`config.mk`:
```
export PLATFORM = sky130hd
export DESIGN_NAME = instr_sequencer
export DESIGN_NICKNAME = d
export VERILOG_FILES = /design/src/rtl/cpu_pkg.sv /design/src/rtl/op_decoder.sv /design/src/rtl/instr_sequencer.sv
export SDC_FILE = /design/constraint.sdc
export NUM_CORES = 1
export LEC_CHECK = 0
export BUFFER_PORTS_ARGS = -buffer_cell sky130_fd_sc_hd__buf_2
export CORE_ASPECT_RATIO = 1.25
export CORE_UTILIZATION = 46
export DETAILED_ROUTE_END_ITERATION = 8
export GPL_TIMING_DRIVEN = 0
export PLACE_DENSITY = 0.84
export REMOVE_ABC_BUFFERS = 1
export SLEW_MARGIN = 20
export SYNTH_ARGS = -nofsm -noshare
export SYNTH_HDL_FRONTEND = slang
export SYNTH_SLANG_ARGS = --single-unit
```
`constraint.sdc`:
```
create_clock -name CLK -period 1.5 [get_ports CLK]
set_input_delay 0 -clock CLK [delete_from_list [all_inputs] [get_ports CLK]]
set_output_delay 0 -clock CLK [all_outputs]
set_load 0.005 [all_outputs]
```
`src/rtl/cpu_pkg.sv`:
```
// Shared encodings for the instruction sequencer: operation selects,
// opcode nibbles and FSM states.
package cpu_pkg;

   typedef enum logic [2:0] {
      OP_NOP = 3'd0,
      OP_LDI = 3'd1,
      OP_INC = 3'd2,
      OP_ST  = 3'd3,
      OP_ADD = 3'd4,
      OP_LD  = 3'd5,
      OP_RST = 3'd6,
      OP_ILL = 3'd7
   } op_e;

   localparam logic [3:0] NIB_ADD = 4'h5;
   localparam logic [3:0] NIB_INC = 4'h9;
   localparam logic [3:0] NIB_LD  = 4'hA;
   localparam logic [3:0] NIB_ST  = 4'hB;
   localparam logic [3:0] NIB_NOP = 4'hC;
   localparam logic [3:0] NIB_LDI = 4'hD;
   localparam logic [3:0] NIB_RST = 4'hE;

   localparam logic [7:0] IR_RESET = 8'hC0;

   typedef enum logic [1:0] {
      S_FETCH   = 2'd0,
      S_DECODE  = 2'd1,
      S_EXECUTE = 2'd2,
      S_HALT    = 2'd3
   } state_e;

endpackage

```
`src/rtl/op_decoder.sv`:
```
// Combinational mapping from the opcode nibble to the datapath operation select.
module op_decoder
   import cpu_pkg::*;
(
   input  logic [3:0] nib_i,
   output op_e        op_o
);

   always_comb begin
      op_o = OP_ILL;
      case (nib_i)
         NIB_ADD: op_o = OP_ADD;
         NIB_INC: op_o = OP_INC;
         NIB_LD:  op_o = OP_LD;
         NIB_ST:  op_o = OP_ST;
         NIB_NOP: op_o = OP_NOP;
         NIB_LDI: op_o = OP_LDI;
         NIB_RST: op_o = OP_RST;
         default: op_o = OP_ILL;
      endcase
   end

endmodule

```
`src/rtl/instr_sequencer.sv`:
```
// Three-phase FETCH/DECODE/EXECUTE instruction sequencer with sticky illegal flag.
// Define ILLEGAL_TRAP_EN to park the FSM in HALT on an undefined opcode.
module instr_sequencer
   import cpu_pkg::*;
#(
   parameter int WIDTH      = 8,
   parameter int ADDR_WIDTH = 4
) (
   input  logic                  CLK,
   input  logic                  RST_N,
   input  logic                  EN,
   output logic [ADDR_WIDTH-1:0] ADDR,
   input  logic [WIDTH-1:0]      DATA,
   output logic [2:0]            OP_SEL,
   output logic [3:0]            IMM,
   output logic                  EXEC_STB,
   output logic                  ILLEGAL
);

   state_e                state_q, state_d;
   logic [ADDR_WIDTH-1:0] pc_q, pc_d;
   logic [WIDTH-1:0]      ir_q, ir_d;
   op_e                   op_q, op_d;
   logic [3:0]            imm_q, imm_d;
   logic                  ill_q, ill_d;
   logic                  exec_stb;
   op_e                   dec_op;

   op_decoder u_op_decoder (
      .nib_i (ir_q[7:4]),
      .op_o  (dec_op)
   );

   always_ff @(posedge CLK or negedge RST_N) begin
      if (!RST_N) begin
         state_q <= S_FETCH;
         pc_q    <= '0;
         ir_q    <= WIDTH'(IR_RESET);
         op_q    <= OP_NOP;
         imm_q   <= '0;
         ill_q   <= 1'b0;
      end else begin
         state_q <= state_d;
         pc_q    <= pc_d;
         ir_q    <= ir_d;
         op_q    <= op_d;
         imm_q   <= imm_d;
         ill_q   <= ill_d;
      end
   end

   // Everything holds unless EN is high; the strobe is gated by EN so a stalled
   // EXECUTE never reports a second execution.
   always_comb begin
      state_d  = state_q;
      pc_d     = pc_q;
      ir_d     = ir_q;
      op_d     = op_q;
      imm_d    = imm_q;
      ill_d    = ill_q;
      exec_stb = 1'b0;
      if (EN) begin
         case (state_q)
            S_FETCH: begin
               ir_d    = DATA;
               pc_d    = pc_q + ADDR_WIDTH'(1);
               state_d = S_DECODE;
            end
            S_DECODE: begin
               op_d    = dec_op;
               imm_d   = ir_q[3:0];
               state_d = S_EXECUTE;
               if (dec_op == OP_ILL) begin
                  ill_d = 1'b1;
`ifdef ILLEGAL_TRAP_EN
                  state_d = S_HALT;
`endif
               end
            end
            S_EXECUTE: begin
               exec_stb = 1'b1;
               state_d  = S_FETCH;
               if (op_q == OP_RST) pc_d = '0;
            end
            default: state_d = state_q;
         endcase
      end
   end

   assign ADDR     = pc_q;
   assign OP_SEL   = op_q;
   assign IMM      = imm_q;
   assign EXEC_STB = exec_stb;
   assign ILLEGAL  = ill_q;

endmodule
```
==> metrics.txt <==
final clock skew=about 0.0099 ns; Port Buf Inserts=23; WL/cell=12.9 um; clk sinks=22; max-slew violation count=0; Crit Reg-Reg Startpoint=state_q[1]; clock share of power=0.111; I/O pins=24; critical path fanouts, max=3; cts bufs inserted=3; number of global-route vias before repair=767; final worst path period share=0.964; final wirelength=between 1.5 and 2 mm; Area contributors post-synth=dfrtp_1 (48%), mux2_2 (14%), ha_1 (6.0%); VDD IR max=1.05 mV; pwr dens=1840 nW/um^2; Placed Cells=132; static leakage=0.619 nW; Combinational Power Share=0.430; most frequent cells in the layout=buf_2 (23), dfrtp_1 (20), mux2_2 (13); First DRT Iteration DRCs=6; Flop pwr share=0.459; Internal=1.63 mW; setup TNS=0 ns; clock slew at reported path FFs=approximately 0.12 ns; DRC=0; CP Class=flip-flop to flip-flop; final cell count without fillers=150; Sw Pwr=around 870 uW; CTS tree=yes; clk_lat worst skew=0.31 ns; commonest non-fill, non-tap cell in the layout=buf_2; drt pass-1 iters=2; Critical Path Source Type=flip-flop; Hold Slack=0.0587 ns; Synth Cell Area=approximately 1000 um^2; RSZ-0062 raised after global routing=false; Hold Crit Class=input pin to flip-flop; Yosys top cell by area=dfrtp_1; n_diodes=0; Slew Limit Headroom=0.682; GRT Overall Usage=0.177; Critical Path RT=around 1.7 ns; initial antenna violation count=0; Fin. Hold Viols=0; P&R area growth vs syn=30.7%; HP Start=EN; Root Driver=clkbuf_4; Die Footprint=2450 um^2; Final HPWL DP=between 1 and 1.5 mm; number of synthesized flops with an enable pin=0; Slew @ Worst Pin=around 0.48 ns; Synth cell types=32; share of layout cells above drive strength 1=0.458; Nets=137; ANT nets after route=0; Yosys top cell area share=0.482; first-pass GRT wire length=between 3 and 4 mm; via/cell ratio=5.21; Final setup viols=0; Avg Inst Size Synth=12.5 um^2; largest net degree at the start of global routing=23; asr flop ratio synth=1.00; Yosys reg bits=22; count of mapped cells out of synthesis=83; Main synth FF type=dfrtp_1; crit end category=flip-flop; number of max-cap violations=0; Via Count=781; CP arrival=1.69 ns; YS warnings=0; Fmax=691 MHz; core area=just over 2000 um^2; placer congestion estimate=0.688; sw frac=0.348; H-tree Lvls=1; chip height=55.1 um; sequential element share of the synthesized area=0.533; result of the run=finished clean; Longest Clk Path Bufs=2; die width=44.5 um; minimum clock period=1.45 ns; Row Count=18; crit path from=state_q[1]; Initial Utilization=0.507; GR Overflow Total=0
## power groups by stage
stage	Clock [mW]	Combinational [mW]	Sequential (mW)
CTS	0.285	1.02	1.14
global placement	0	0.858	1.14
global route	0.302	1.19	1.20
floorplan	0	0.618	1.12
detailed placement	0	0.900	1.16
finish	0.277	1.07	1.15
## per-layer routing
layer,vias up,part of all wire,track usage,routed length [um]
met5,-,0,0,0
met4,0,0.012,0.0758,23
met3,4,0.040,0.0227,77
met2,24,0.52,0.348,1010
met1,381,0.42,0.189,818
li1,372,-,-,-
## metrics by stage
| stage | power (mW) | utilization | cell area [um^2] | setup WS (ns) |
|---|---|---|---|---|
| final | 2.50 | 0.662 | 1360 | 0.0538 |
| after global routing | 2.69 | 0.662 | 1360 | 0.0133 |
| after CTS | 2.44 | 0.647 | 1330 | 0.0158 |
| after detailed placement | 2.06 | 0.570 | 1170 | -0.0660 |
| after global placement | 1.99 | 0.570 | 1170 | -0.0148 |
| after floorplan | 1.74 | - | 1020 | 0.0539 |
## path summary, 6_finish.rpt
path | end | slack [ns] | cells after the start
max in group asynchronous | ir_q[6] | 0.98 | 2
hold reg to reg | ILLEGAL | 0.49 | 1
setup reg to reg | ADDR[3] | 0.05 | 5
min in group asynchronous | ADDR[1] | 0.16 | 2
setup / recovery | ADDR[3] | 0.05 | 5
hold / removal | OP_SEL[2] | 0.06 | 2
## state kept, by name, indices dropped and copies added, names as in the netlist
name / cells
ir_q: 8
ADDR: 4
IMM: 4
OP_SEL: 3
state_q: 2
ILLEGAL: 1
## Yosys cell counts, types with 2 or more instances
| master | number |
|---|---|
| ha_1 | 5 |
| dfrtp_1 | 20 |
| nand2_1 | 3 |
| o31ai_1 | 2 |
| nand3_1 | 2 |
| mux2_2 | 13 |
| inv_1 | 3 |
| a21oi_1 | 2 |
| dfstp_2 | 2 |
| o21ai_0 | 4 |
| nor2_1 | 3 |
| buf_2 | 3 |
| or3_1 | 2 |
## area by class of cell
type	count	area, um^2
timing repair buffer	37	243
multi-input combinational	54	487
tap	30	37.5
inverter	3	11.3
sequential	22	553
clock buffer	4	26.3
fill	156	692
## repair_timing
item	CTS	global route
setup buffers	5	0
hold buffers	9	0
resized for setup	1	8
hold endpoints to repair	30	0
endpoints found under the setup margin	5	9
pin swaps	1	1
## kinds of logic (layout without fill, tap and decap cells)
logic type | count (synthesis) | after routing | synth area share
DFF | 22 | 22 | 0.533
and+or+nand+nor | 18 | 18 | 0.108
AOI/OAI and AO/OA | 15 | 15 | 0.0988
muxes | 14 | 14 | 0.151
buffers and inverters | 7 | 44 | 0.0325
adders and majority gates | 5 | 5 | 0.0602
xor gates and xnor gates | 2 | 2 | 0.0169
## critical path: stages (launching register included)
cell and delay [ns]:
dfrtp_1 0.45, inv_2 0.10, ha_4 0.15, nand2_4 0.05
or4_4 0.48, a21oi_2 0.14
No activity file was read; power rests on OpenSTA's default activity.
